[src/rtl/calc_cmd_sequencer.sv]
// Command sequencer for the FSM calculator: queues {a,b,op} operations, serialises each
// onto iniciar/dados, waits for pronto (or a timeout) and returns the result on a response port.
module calc_cmd_sequencer #(
  parameter int WORD_WIDTH     = 8,
  parameter int RESULT_WIDTH   = 16,
  parameter int CMD_DEPTH      = 4,
  parameter int TIMEOUT_CYCLES = 16
) (
  input  logic                    clk,
  input  logic                    rst_n,
  input  logic                    cmd_valid,
  output logic                    cmd_ready,
  input  logic [3:0]              cmd_a,
  input  logic [3:0]              cmd_b,
  input  logic [2:0]              cmd_op,
  output logic                    iniciar,
  output logic [WORD_WIDTH-1:0]   dados,
  input  logic                    pronto,
  input  logic [RESULT_WIDTH-1:0] result_in,
  output logic                    rsp_valid,
  input  logic                    rsp_ready,
  output logic [RESULT_WIDTH-1:0] rsp_result,
  output logic                    rsp_timeout,
  output logic                    busy
);

  localparam int PTR_W = $clog2(CMD_DEPTH);
  localparam int CNT_W = $clog2(TIMEOUT_CYCLES + 1);
  localparam int CMD_W = 11;

  typedef enum logic [2:0] {
    IDLE, START, SEND_A, SEND_B, SEND_OP, WAIT_DONE
  } state_t;

  state_t                  state_q, state_d;
  logic [CMD_W-1:0]        fifo_mem [CMD_DEPTH];
  logic [PTR_W:0]          wr_ptr_q, rd_ptr_q;
  logic [CMD_W-1:0]        cur_cmd_q, cur_cmd_d;
  logic [CNT_W-1:0]        tmo_cnt_q, tmo_cnt_d;
  logic                    rsp_valid_q, rsp_valid_d;
  logic                    rsp_timeout_q, rsp_timeout_d;
  logic [RESULT_WIDTH-1:0] rsp_result_q, rsp_result_d;
  logic                    fifo_empty, fifo_full, push, pop;

  // Extra pointer bit distinguishes full from empty when the index bits match.
  assign fifo_empty = (wr_ptr_q == rd_ptr_q);
  assign fifo_full  = (wr_ptr_q[PTR_W] != rd_ptr_q[PTR_W]) &&
                      (wr_ptr_q[PTR_W-1:0] == rd_ptr_q[PTR_W-1:0]);
  assign cmd_ready  = !fifo_full;
  assign push       = cmd_valid && !fifo_full;

  always_ff @(posedge clk) begin
    if (push) begin
      fifo_mem[wr_ptr_q[PTR_W-1:0]] <= {cmd_a, cmd_b, cmd_op};
    end
  end

  always_ff @(posedge clk or negedge rst_n) begin
    if (!rst_n) begin
      wr_ptr_q <= '0;
      rd_ptr_q <= '0;
    end else begin
      if (push) wr_ptr_q <= wr_ptr_q + (PTR_W+1)'(1);
      if (pop)  rd_ptr_q <= rd_ptr_q + (PTR_W+1)'(1);
    end
  end

  always_ff @(posedge clk or negedge rst_n) begin
    if (!rst_n) begin
      state_q       <= IDLE;
      cur_cmd_q     <= '0;
      tmo_cnt_q     <= '0;
      rsp_valid_q   <= 1'b0;
      rsp_timeout_q <= 1'b0;
      rsp_result_q  <= '0;
    end else begin
      state_q       <= state_d;
      cur_cmd_q     <= cur_cmd_d;
      tmo_cnt_q     <= tmo_cnt_d;
      rsp_valid_q   <= rsp_valid_d;
      rsp_timeout_q <= rsp_timeout_d;
      rsp_result_q  <= rsp_result_d;
    end
  end

  always_comb begin
    state_d       = state_q;
    cur_cmd_d     = cur_cmd_q;
    tmo_cnt_d     = tmo_cnt_q;
    rsp_valid_d   = rsp_valid_q;
    rsp_timeout_d = rsp_timeout_q;
    rsp_result_d  = rsp_result_q;
    pop           = 1'b0;
    iniciar       = 1'b0;
    dados         = '0;

    if (rsp_valid_q && rsp_ready) rsp_valid_d = 1'b0;

    case (state_q)
      IDLE: begin
        // Launch only when the response slot is free or being freed this cycle.
        if (!fifo_empty && (!rsp_valid_q || rsp_ready)) begin
          pop       = 1'b1;
          cur_cmd_d = fifo_mem[rd_ptr_q[PTR_W-1:0]];
          state_d   = START;
        end
      end
      START: begin
        iniciar = 1'b1;
        state_d = SEND_A;
      end
      SEND_A: begin
        dados   = WORD_WIDTH'(cur_cmd_q[10:7]);
        state_d = SEND_B;
      end
      SEND_B: begin
        dados   = WORD_WIDTH'(cur_cmd_q[6:3]);
        state_d = SEND_OP;
      end
      SEND_OP: begin
        dados     = WORD_WIDTH'(cur_cmd_q[2:0]);
        tmo_cnt_d = '0;
        state_d   = WAIT_DONE;
      end
      WAIT_DONE: begin
        if (pronto) begin
          rsp_valid_d   = 1'b1;
          rsp_timeout_d = 1'b0;
          rsp_result_d  = result_in;
          state_d       = IDLE;
        end else if (tmo_cnt_q == CNT_W'(TIMEOUT_CYCLES - 1)) begin
          rsp_valid_d   = 1'b1;
          rsp_timeout_d = 1'b1;
          rsp_result_d  = '0;
          state_d       = IDLE;
        end else begin
          tmo_cnt_d = tmo_cnt_q + CNT_W'(1);
        end
      end
      default: state_d = IDLE;
    endcase
  end

  assign rsp_valid   = rsp_valid_q;
  assign rsp_timeout = rsp_timeout_q;
  assign rsp_result  = rsp_result_q;
  assign busy        = (state_q != IDLE) || !fifo_empty;

endmodule
[config.mk]
export PLATFORM = sky130hd
export DESIGN_NAME = calc_cmd_sequencer
export DESIGN_NICKNAME = d
export VERILOG_FILES = /design/src/rtl/calc_cmd_sequencer.sv
export SDC_FILE = /design/constraint.sdc
export NUM_CORES = 1
export LEC_CHECK = 0
export CAP_MARGIN = 20
export CORE_MARGIN = 2
export CORE_UTILIZATION = 36
export DETAILED_ROUTE_END_ITERATION = 7
export PLACE_DENSITY = 0.56
export SYNTH_ARGS = -nofsm -noshare
export SYNTH_HDL_FRONTEND = slang
export SYNTH_SLANG_ARGS = --single-unit
[constraint.sdc]
create_clock -name clk -period 3.2 [get_ports clk]
set_clock_uncertainty 0.2 [all_clocks]
set_input_delay 0.48 -clock clk [delete_from_list [all_inputs] [get_ports clk]]
set_output_delay 0.48 -clock clk [all_outputs]
set_load 0.02 [all_outputs]
; After elaboration in Yosys (flattened, before gate mapping)
; Memories as Yosys holds them, arrays and structs flattened. A register that Yosys moved wholly into a read port is not among the register bits.
; Index checks and enable logic that the tools add are counted.
[classes]
addsub = 3
bitwise_logic = 0
n_shift = 0
n_eq_ne = 13
n_div = 0
muxes = 21
n_reduce_logical = 18
n_mul = 0
magnitude_cmp = 0
[op_table]
columns = cell, n
row1 = $mux 16, 2
row2 = $pmux 3 s6, 1
row3 = $pmux 4 s3, 1
row4 = $mux 1, 11
row5 = $mux 5, 2
row6 = $pmux 5 s2, 1
row7 = $mux 3, 3
row8 = $add 3x1->3 const B, 2
row9 = $eq 3x2->1 const B, 2
row10 = $eq 3x3->1 const B, 2
row11 = $ne 2x2->1 const B, 3
row12 = $reduce_and 2->1, 3
row13 = $add 5x1->5 const B, 1
row14 = $eq 5x4->1 const B, 1
row15 = $logic_and 1x1->1, 4
row16 = $logic_not 1->1, 4
row17 = $reduce_bool 2->1, 2
row18 = $eq 3x1->1 const B, 1
row19 = $eq 3x3->1, 1
row20 = $logic_not 3->1, 1
row21 = $ne 3x3->1 const B, 1
row22 = $reduce_and 3->1, 1
row23 = $reduce_bool 3->1, 1
row24 = $eq 2x2->1, 1
row25 = 2 further kinds, 3
[word_totals]
input_bits = 32
latch_bits = 0
rom_bits = 0
word_cells = 63
out_inout_bits = 29
n_memories = 1
reg_bits = 32
ram_bits = 44
[memory_table]
columns = name, words, width, read_ports, rd_clocked_by_memory_dff, wr, line
row1 = fifo_mem, 4, 11, 1, 1, 1, 36  ; logic [CMD_W-1:0] fifo_mem [CMD_DEPTH];

; Depth between registers and ports, before layout
; Gate-level depths: netlist of run 1.
[depth]
word_depth = 6
mapped_depth = 7
ltp_nobuf = 7

; Worst setup path after synthesis of run 1
; Ideal clock, no wire load.
[synth_timing]
path_kind = register to output
start = register wr_ptr_q[2]
end = output port busy
path_slack_ps = 1022
path_buffers = 0
path_stages_with_launch = 4
t_required_ps = 2520
t_arrival_ps = 1498
path_cell_list = dfrtp_1 > xor2_1 > or3_1 > or4_1
[synth_via]
elab_chain_len = 3
[synth_rtl]
columns = item, line
row1 = start: declaration, 37  ; logic [PTR_W:0] wr_ptr_q, rd_ptr_q;
row2 = start signal: assignment, 63  ; if (push) wr_ptr_q <= wr_ptr_q + (PTR_W+1)'(1);
row3 = $eq 3x3->1, 46  ; assign fifo_empty = (wr_ptr_q == rd_ptr_q);
row4 = $logic_not 1->1, 147  ; assign busy = (state_q != IDLE) || !fifo_empty;
row5 = $logic_or 1x1->1, 147
row6 = end: declaration, 24  ; output logic busy
; No other way between the ends.

; Final worst setup path of run 1
[layout_timing]
start = register wr_ptr_q[1]
end = output port busy
; The elaborated chain is that of the path after synthesis.

==> metrics.cfg, run 1 <==
[timing]
grt_setup_unrepaired = no
fin_crit_sh = 0.968
slew_headroom = 0.392
hold_slack_ns = 0.294
hold_viol_final = 0
slew_viol_final = 0
fmax_ghz = 0.323
tns_ns = 0
worst_slew_pin_slew_ns = 0.909
period_minus_slack_ns = 3.10
setup_viol = 0

[job]
maxCapViolations = 0

[die]
initial_core_util = 0.370
num_rows = 36
die_w_um = 104
dieArea_um2 = 10900
die_h_um = 104
core-area_um2 = 9770
pin_count = 61

[setup_path]
required_ns = 2.52
cp_max_fo = 5
end_kind = primary output
arrival_ns = 2.42
startpoint_type = flip-flop
crit_type = reg -> out

[synth]
synth_area_um2 = 3620
async_reset_ff_frac = 0.494
yosys_warnings = 0
ys_seq_elements = 87
synth_ff_type = edfxtp_1
ys_seq_area_frac = 0.663
synth_cell_types = 39
synth_edf_count = 44
syn-mean-instance-area_um2 = 16.4
synth_cells = 220

[detailed_routing]
antenna_left = 0
route.vias.total = 1984
post-route-drc-count = 0
first_iter_violations = 63
totalWireLength_mm = 6.49
wl_per_cell_um = 15.5
avgViaCountPerCell = 4.72
first_pass_iters = 4

[final_layout]
nets = 321
antenna_cells = 0
instances_no_fill = 420
drive_gt1_frac = 0.181
area_delta_synth_final_pct = 24.1
final_cell_mix = clkdlybuf4s50_1 (55), edfxtp_1 (44), dfrtp_1 (43)
final_common_cell = clkdlybuf4s50_1

[pwr]
total_power_mw = 4.21
p_per_area_nw_per_um2 = 937
p_leak_nw = 1.76
ir_drop_mv = 0.314

[global_route]
grt_use_total = 0.128
grt_pass1_wl_mm = 10.9
overflow = 0
grt_max_degree = 44
antenna_found_initial = 0
grt_pass1_vias = 2035

[outcome]
outcome = completed

[placed_design]
dpl.hpwl_mm = 4.39
routabilityCongestion = 0.678
dp.cells = 402
port_buffers = 56

[clocking]
cts_tree = done
cts_setup_buffers = 0
clock-sinks = 87
clk_path_buf_depth = 2
root_buffer = clkbuf_8
cts-buffers-inserted = 9
post_cts_resized = 0
clk_latency_ns = 0.35
path_clk_slew_ns = 0.08
h-tree-depth = 3

[hold_path]
hp-class = reg -> reg

-- final cells by class --
type	count	area [µm²]
Clock buffer	9	124
Clock inverter	7	46.3
Fill cell	876	5290
Inverter	4	15.0
Multi-Input combinational cell	118	1120
Sequential cell	87	2400
Tap cell	133	166
Timing Repair Buffer	62	616
-- worst max-delay path: stages, from the launching register on --
cell and delay (ns):
dfrtp_1 0.45, xor2_1 0.23, or3_1 0.40, or4_1 0.44, clkdlybuf4s50_1 0.56
-- layer usage --
| metal | up-vias | track usage | share of wire | wire (µm) |
|---|---|---|---|---|
| li1 | 930 | - | - | - |
| met2 | 64 | 0.195 | 0.46 | 2960 |
| met5 | - | 0 | 0 | 0 |
| met3 | 7 | 0.0445 | 0.050 | 326 |
| met1 | 983 | 0.178 | 0.49 | 3150 |
| met4 | 0 | 0.0319 | 0.0085 | 55 |
-- Yosys cell counts (2+ instances only) --
cell | number | area share
a21oi_1 | 2 | 0.0028
a22o_1 | 16 | 0.039
and3_1 | 3 | 0.0052
and3_2 | 3 | 0.0062
buf_2 | 5 | 0.0069
buf_4 | 5 | 0.010
buf_6 | 2 | 0.0062
clkbuf_1 | 2 | 0.0021
dfrtp_1 | 43 | 0.30
edfxtp_1 | 44 | 0.37
ha_1 | 7 | 0.024
inv_1 | 4 | 0.0041
mux2_2 | 4 | 0.012
mux2_4 | 8 | 0.033
mux2i_1 | 4 | 0.011
mux4_2 | 11 | 0.068
nand2_1 | 10 | 0.010
nand2b_1 | 2 | 0.0035
nand3_1 | 2 | 0.0028
nor2_1 | 7 | 0.0073
nor2b_1 | 4 | 0.0069
o21ai_0 | 6 | 0.0083
or3_1 | 2 | 0.0035
xnor2_1 | 4 | 0.0097
xor2_1 | 6 | 0.015
-- registers in the layout, summed over array words and instances, names as in the netlist --
| name | flops |
|---|---|
| fifo_mem | 44 |
| rsp_result | 16 |
| cur_cmd_q | 11 |
| tmo_cnt_q | 5 |
| rd_ptr_q | 3 |
| state_q | 3 |
| wr_ptr_q | 3 |
| rsp_timeout | 1 |
| rsp_valid | 1 |
-- report_power, final --
part | total, mW | internal (mW) | switching, mW | leakage [nW]
combinational | 1.77 | 0.928 | 0.841 | 0.747
sequential | 1.77 | 1.57 | 0.201 | 0.936
clock | 0.667 | 0.281 | 0.386 | 0.0813
total | 4.21 | 2.78 | 1.43 | 1.76
-- worst paths after layout --
kind                       depth (start not counted)  slack, ns                     start                        to
max in group asynchronous                          3       1.98                     rst_n   rd_ptr_q[2]$_DFFE_PN0P_
setup reg to reg                                   3       0.98   wr_ptr_q[1]$_DFFE_PN0N_  cur_cmd_q[1]$_DFFE_PN0P_
min in group asynchronous                          2       0.34                     rst_n  tmo_cnt_q[2]$_DFFE_PN0P_
hold reg to reg                                    2       0.29  tmo_cnt_q[4]$_DFFE_PN0P_  tmo_cnt_q[4]$_DFFE_PN0P_
hold / removal                                     2       0.29  tmo_cnt_q[4]$_DFFE_PN0P_  tmo_cnt_q[4]$_DFFE_PN0P_
setup / recovery                                   4       0.10   wr_ptr_q[1]$_DFFE_PN0N_                      busy
-- what timing repair did --
action,4_1_cts,5_1_grt
endpoints found under the hold margin,0,10
hold buffers,0,1
setup endpoints to repair,0,0
-- logic make-up after synthesis --
family / after synthesis / share of synthesized area
adder cells (fa/ha/maj): 7 / 0.0242
XOR/XNOR: 11 / 0.0287
AND/OR/NAND/NOR: 39 / 0.0591
flip-flops: 87 / 0.663
buffers and inverters: 18 / 0.0297
multiplexers: 28 / 0.128
other: 1 / 0.00104
AO/OA/AOI/OAI: 29 / 0.0664
-- through the flow --
stage / util / worst slack [ns] / area, µm²
2_1_floorplan: - / 1.02 / 3630
3_3_place_gp: 0.439 / 0.514 / 4290
3_5_place_dp: 0.439 / 0.472 / 4290
4_1_cts: 0.456 / 0.0781 / 4460
5_1_grt: 0.459 / 0.0203 / 4490
6_report: 0.459 / 0.103 / 4490
Note: power is estimated with default switching activity, not from simulation.
==> run 2, diff against run 1 <==
ABC_AREA = 1   (was unset)
CORE_MARGIN = 4   (was 2)
PLACE_DENSITY = 0.55   (was 0.56)
==> run 2 against run 1 <==
Effect of this change:
- cell area rose by 7.3%
- largest cell class unchanged
- first-iteration DRC count is 130% higher
- count of clock-buffer cells in the layout unchanged
==> metrics.cfg, run 2 <==
[synth]
ys_seq_area_frac = 0.611  ; was 0.663
synth_cells = 398  ; was 220
synth_commonest_cells = nand2_1 (119), inv_1 (69), edfxtp_1 (44)  ; was edfxtp_1 (44), dfrtp_1 (43), a22o_1 (16)
synth.most_common_cell = nand2_1  ; was edfxtp_1
synth.largest_area_cell = edfxtp_1  ; unchanged
synth_cell_types = 29  ; was 39
syn-mean-instance-area_um2 = 9.86  ; was 16.4 µm²
async_reset_ff_frac = 0.494  ; unchanged
synth_edf_count = 44  ; unchanged
synth_ff_type = edfxtp_1  ; unchanged
ys_seq_elements = 87  ; unchanged
synth_top_area_frac = 0.337  ; was 0.365
synth.top_cells.by_area = edfxtp_1 (34%), dfrtp_1 (27%), nand2_1 (11%), inv_1 (6.6%), nand3_1 (4.3%)  ; was edfxtp_1 (37%), dfrtp_1 (30%), mux4_2 (6.8%), a22o_1 (3.9%), mux2_4 (3.3%)
yosys_warnings = 0  ; unchanged
synth_area_um2 = 3920  ; was 3620 µm²

[timing]
period_minus_slack_ns = 2.85  ; was 3.10 ns
slew_headroom = 0.370  ; was 0.392
hold_viol_final = 0  ; unchanged
tns_ns = 0  ; unchanged
slew_viol_final = 0  ; unchanged
fin_crit_sh = 0.890  ; was 0.968
fmax_ghz = 0.351  ; was 0.323 GHz
worst_slew_pin_slew_ns = 0.945  ; was 0.909 ns
grt_setup_unrepaired = no  ; unchanged
setup_viol = 0  ; unchanged

[global_route]
grt_pass1_wl_mm = 12.9  ; was 10.9 mm
grt_pass1_vias = 2600  ; was 2035
antenna_found_initial = 0  ; unchanged
overflow = 0  ; unchanged
grt_max_degree = 44  ; unchanged
grt_use_total = 0.127  ; was 0.128

[final_layout]
final_cell_mix = nand2_1 (119), inv_1 (69), clkdlybuf4s50_1 (55)  ; was clkdlybuf4s50_1 (55), edfxtp_1 (44), dfrtp_1 (43)
multiInputGateArea_um2 = 1170  ; was 1120 µm²
antenna_cells = 0  ; unchanged
area_delta_synth_final_pct = 22.8  ; was 24.1%
instances_no_fill = 600  ; was 420
largest_reg_flops = 44  ; unchanged
final_common_cell = nand2_1  ; was clkdlybuf4s50_1
ff_latch_area_um2 = 2400  ; unchanged
nets = 498  ; was 321
fill_cells = 991  ; was 876
drive_gt1_frac = 0.0754  ; was 0.181

[pwr]
p_per_area_nw_per_um2 = 893  ; was 937 nW/µm²
ir_drop_mv = 0.327  ; was 0.314 mV
p_leak_nw = 2.29  ; was 1.76 nW
total_power_mw = 4.30  ; was 4.21 mW

[clocking]
clk_latency_ns = 0.36  ; was 0.35 ns
root_buffer = clkbuf_8  ; unchanged
h-tree-depth = 3  ; unchanged
cts.hold.buffers_added = 0  ; unchanged
post_cts_resized = 0  ; unchanged
cts-buffers-inserted = 9  ; unchanged
path_clk_slew_ns = 0.09  ; was 0.08 ns
clock-sinks = 87  ; unchanged
clk_path_buf_depth = 2  ; unchanged
cts_tree = done  ; unchanged
cts_setup_buffers = 0  ; unchanged

[job]
maxCapViolations = 0  ; unchanged

[die]
die_h_um = 112  ; was 104 µm
die_w_um = 112  ; was 104 µm
core-area_um2 = 10500  ; was 9770 µm²
pin_count = 61  ; unchanged
num_rows = 37  ; was 36
dieArea_um2 = 12600  ; was 10900 µm²
initial_core_util = 0.375  ; was 0.370

[outcome]
outcome = completed  ; unchanged

[detailed_routing]
first_iter_violations = 148  ; was 63
route.vias.total = 2727  ; was 1984
wl_per_cell_um = 12.8  ; was 15.5 µm
antenna_left = 0  ; unchanged
totalWireLength_mm = 7.69  ; was 6.49 mm
avgViaCountPerCell = 4.55  ; was 4.72
first_pass_iters = 7  ; was 4
post-route-drc-count = 0  ; unchanged

[setup_path]
end_kind = primary output  ; unchanged
cp_common_cell = nand2_1
crit_type = reg -> out  ; unchanged
arrival_ns = 2.17  ; was 2.42 ns
critPathMaxStageDelay_ns = 0.69  ; was 0.56 ns
cpMaxStageDelayCell = dfrtp_1  ; was clkdlybuf4s50_1
required_ns = 2.52  ; about the same
rr_worst_depth = 7  ; was 3
cp_max_fo = 15  ; was 5
regToRegEndpoint = fifo_mem[1][4]$_DFFE_PP_  ; was cur_cmd_q[1]$_DFFE_PN0P_
r2r_slack_ns = 0.97  ; was 0.98 ns
worstPathCellList = inv_1 > nand2_1 > nand2_1 > nand3b_1 > clkdlybuf4s50_1  ; was xor2_1 > or3_1 > or4_1 > clkdlybuf4s50_1
r2r_start = rd_ptr_q[1]$_DFFE_PN0P_  ; was wr_ptr_q[1]$_DFFE_PN0N_
cp-startpoint = rd_ptr_q[1]$_DFFE_PN0P_  ; was wr_ptr_q[1]$_DFFE_PN0N_
startpoint_type = flip-flop  ; unchanged

[placed_design]
port_buffers = 56  ; unchanged
routabilityCongestion = 0.753  ; was 0.678
dpl.hpwl_mm = 5.20  ; was 4.39 mm
dp.cells = 584  ; was 402

[hold_path]
hp-class = in -> async  ; was reg -> reg

run 2: final cells by class:
type                            count  area share
Tap cell                          136      0.0353
Clock buffer                        9      0.0257
Inverter                           70      0.0548
Clock inverter                      7      0.0161
Multi-Input combinational cell    227       0.242
Timing Repair Buffer               64       0.128
Sequential cell                    87       0.498
run 2: cells by family (layout without fill, tap and decap cells):
kind of cell	after synthesis	after routing	synth area share
fa+ha+maj	7	7	0.0223
compound gates	26	26	0.0510
xor+xnor	3	3	0.00861
flops	87	87	0.611
simple gates	187	187	0.212
other cells	1	4	0.000956
buf+inv	87	150	0.0941
run 2: stage by stage:
step / util / cell area [µm²] / setup slack, ns / hold WS [ns]
2_1_floorplan: - / 3930 / 0.959 / -0.0156
3_3_place_gp: 0.441 / 4610 / 0.777 / 0.265
3_5_place_dp: 0.441 / 4610 / 0.736 / 0.261
4_1_cts: 0.460 / 4820 / 0.322 / 0.0851
5_1_grt: 0.460 / 4820 / 0.179 / 0.135
6_report: 0.460 / 4820 / 0.352 / 0.0606
run 2: how the worst max path moves through the flow:
stage	endpoint	slack, ns	cells after the start
6_report	cmd_ready	0.35	5
5_1_grt	cmd_ready	0.18	5
4_1_cts	cmd_ready	0.32	5
3_5_place_dp	cmd_ready	0.74	5
3_3_place_gp	cmd_ready	0.78	5
2_1_floorplan	fifo_mem[0][0]$_DFFE_PP_	0.96	5
run 2: power breakdown:
part | leakage [nW] | total, mW | switching [mW] | internal, mW
Sequential | 0.947 | 1.75 | 0.210 | 1.54
Combinational | 1.24 | 1.78 | 1.05 | 0.724
Clock | 0.101 | 0.774 | 0.405 | 0.369
Total | 2.29 | 4.30 | 1.67 | 2.63
run 2: metal layers:
layer	global-route usage	wire length (µm)
met3	0.0442	491
met5	0	0
met1	0.171	3720
met2	0.199	3410
met4	0.0288	69
run 2: worst max-delay path: cells and delay by family, from the launching register on:
kind                   cells  cell delay [ns]
DFF                        1             0.69
buffers and inverters      2             0.75
and+or+nand+nor            3             0.37
==> run 3, diff against run 2 <==
GPL_TIMING_DRIVEN = 0   (was unset)
SETUP_SLACK_MARGIN = 0.15   (was unset)
==> run 3 against run 2 <==
Effect of this change:
- clock power is 12% lower
- worst setup slack better by 0.0070 ns
- wire length is 6.0% higher
- non-clock buffer count is 15 higher
- critical path depth is 1 higher
- sequential share of layout area is 0.89 points lower
- utilization is 0.84 points higher
- die area stayed put
- critical endpoint is now busy
==> metrics.cfg, run 3 (same netlist as run 2, synthesis figures left out) <==
[outcome]
outcome = completed  ; unchanged

[placed_design]
port_buffers = 56  ; unchanged
dp.cells = 596  ; was 584
preCtsSetupSlack_ns = 0.464  ; was 0.736 ns
dpl.hpwl_mm = 5.73  ; was 5.20 mm
routabilityCongestion = 0.752  ; was 0.753

[setup_path]
startpoint_type = flip-flop  ; unchanged
r2r_slack_ns = 0.88  ; was 0.97 ns
crit_type = reg -> out  ; unchanged
rr_worst_depth = 6  ; was 7
cp_max_fo = 10  ; was 15
arrival_ns = 2.16  ; was 2.17 ns
regToRegEndpoint = fifo_mem[2][3]$_DFFE_PP_  ; was fifo_mem[1][4]$_DFFE_PP_
required_ns = 2.52  ; about the same
r2r_start = rd_ptr_q[0]$_DFFE_PN0P_  ; was rd_ptr_q[1]$_DFFE_PN0P_
end_kind = primary output  ; unchanged

[die]
num_rows = 37  ; unchanged
core-area_um2 = 10500  ; unchanged
pin_count = 61  ; unchanged
initial_core_util = 0.375  ; unchanged
dieArea_um2 = 12600  ; unchanged
die_w_um = 112  ; unchanged
die_h_um = 112  ; unchanged

[timing]
fin_crit_sh = 0.888  ; was 0.890
slew_viol_final = 0  ; unchanged
layout_setup_ws_ns = 0.359  ; was 0.352 ns
worst_slew_pin_slew_ns = 0.599  ; was 0.945 ns
hold_slack_ns = 0.282  ; was 0.0606 ns
setup_viol = 0  ; unchanged
hold_viol_final = 0  ; unchanged
slew_headroom = 0.599  ; was 0.370
grt_setup_unrepaired = no  ; unchanged
tns_ns = 0  ; unchanged
fmax_ghz = 0.352  ; was 0.351 GHz
period_minus_slack_ns = 2.84  ; was 2.85 ns

[global_route]
grt_pass1_wl_mm = 13.4  ; was 12.9 mm
grt_max_degree = 37  ; was 44
grt_use_total = 0.132  ; was 0.127
antenna_found_initial = 0  ; unchanged
overflow = 0  ; unchanged
grt_pass1_vias = 2646  ; was 2600

[final_layout]
nets = 513  ; was 498
antenna_cells = 0  ; unchanged
area_delta_synth_final_pct = 25.0  ; was 22.8%
final_cell_mix = nand2_1 (119), inv_1 (69), clkdlybuf4s50_1 (55)  ; unchanged
instances_no_fill = 615  ; was 600
fill_cells = 1041  ; was 991
largest_reg_flops = 44  ; unchanged
final_common_cell = nand2_1  ; unchanged
drive_gt1_frac = 0.0939  ; was 0.0754

[detailed_routing]
totalWireLength_mm = 8.15  ; was 7.69 mm
antenna_left = 0  ; unchanged
avgViaCountPerCell = 4.50  ; was 4.55
route.vias.total = 2767  ; was 2727
post-route-drc-count = 0  ; unchanged
wl_per_cell_um = 13.3  ; was 12.8 µm
first_pass_iters = 7  ; unchanged
first_iter_violations = 156  ; was 148

[hold_path]
hold_start = cur_cmd_q[8]$_DFFE_PN0P_
holdPathEnd = cur_cmd_q[8]$_DFFE_PN0P_
min_delay_path_depth = 2
hp-class = reg -> reg  ; was in -> async

[pwr]
ir_drop_mv = 0.343  ; was 0.327 mV
p_leak_nw = 2.34  ; was 2.29 nW
p_per_area_nw_per_um2 = 871  ; was 893 nW/µm²

[clocking]
post_cts_resized = 0  ; unchanged
h-tree-depth = 3  ; unchanged
cts.hold.buffers_added = 1  ; was 0
clock-sinks = 87  ; unchanged
cts-buffers-inserted = 9  ; unchanged
cts_setup_buffers = 0  ; unchanged
clk_path_buf_depth = 2  ; unchanged
root_buffer = clkbuf_8  ; unchanged
cts_tree = done  ; unchanged
path_clk_slew_ns = 0.08  ; was 0.09 ns
clk_latency_ns = 0.35  ; was 0.36 ns

[job]
maxCapViolations = 0  ; unchanged

-- run 3: cell types whose count changed in the layout (fill, tap and decap cells not counted), sizes merged --
cell / change
buf: +12
clkinvlp: +2
dlygate4sd3: +1
bufinv: -1
inv: -2
clkinv: +1
clkbuf: +2
-- run 3: worst max path at each step --
stage | start | depth (start not counted) | slack, ns | endpoint
floorplan | rd_ptr_q[0]$_DFFE_PN0P_ | 5 | 0.96 | fifo_mem[0][0]$_DFFE_PP_
global placement | rst_n | 1 | 0.25 | wr_ptr_q[1]$_DFFE_PN0N_
detailed placement | cmd_valid | 3 | 0.46 | fifo_mem[1][7]$_DFFE_PP_
CTS | state_q[0]$_DFFE_PN0P_ | 6 | 0.32 | busy
global route | state_q[0]$_DFFE_PN0P_ | 6 | 0.20 | busy
finish | state_q[0]$_DFFE_PN0P_ | 6 | 0.36 | busy
-- run 3: area by class of cell --
type	instances	area [µm²]	share of cell area
flip-flops and latches	87	2400	0.489
plain buffers	17	105	0.0214
well taps	136	170	0.0347
clock inverters	7	48.8	0.00995
inverters	70	264	0.0538
clock buffers	9	124	0.0253
repair buffers	62	627	0.128
multi-input cells	227	1170	0.238
-- run 3: worst max-delay path, stage by stage, from the launching register on --
cell	delay, ns
dfrtp_1	0.44
inv_1	0.12
nand2_1	0.11
nor2_4	0.20
buf_2	0.26
nand4_1	0.13
clkdlybuf4s50_1	0.56
-- run 3: metal layers --
layer  global-route usage  vias up  routed length (µm)
li1                     -     1435                   -
met1                0.181     1242                3940
met2                0.206       80                3640
met3               0.0356       10                 482
met4               0.0385        0                  85
met5                    0        -                   0
-- run 3: power by group --
part,internal [mW],switching (mW),total [mW],leakage (nW)
clock,0.282,0.398,0.679,0.0817
combinational,0.765,1.10,1.86,1.31
sequential,1.54,0.187,1.73,0.947
total,2.59,1.68,4.27,2.34
-- run 3: through the flow --
step / util / power, mW / instance area (µm²)
after floorplan: - / 2.93 / 3930
after global placement: 0.446 / 3.59 / 4660
after detailed placement: 0.449 / 3.63 / 4700
after CTS: 0.467 / 4.33 / 4880
after global routing: 0.469 / 4.62 / 4900
final: 0.469 / 4.27 / 4900
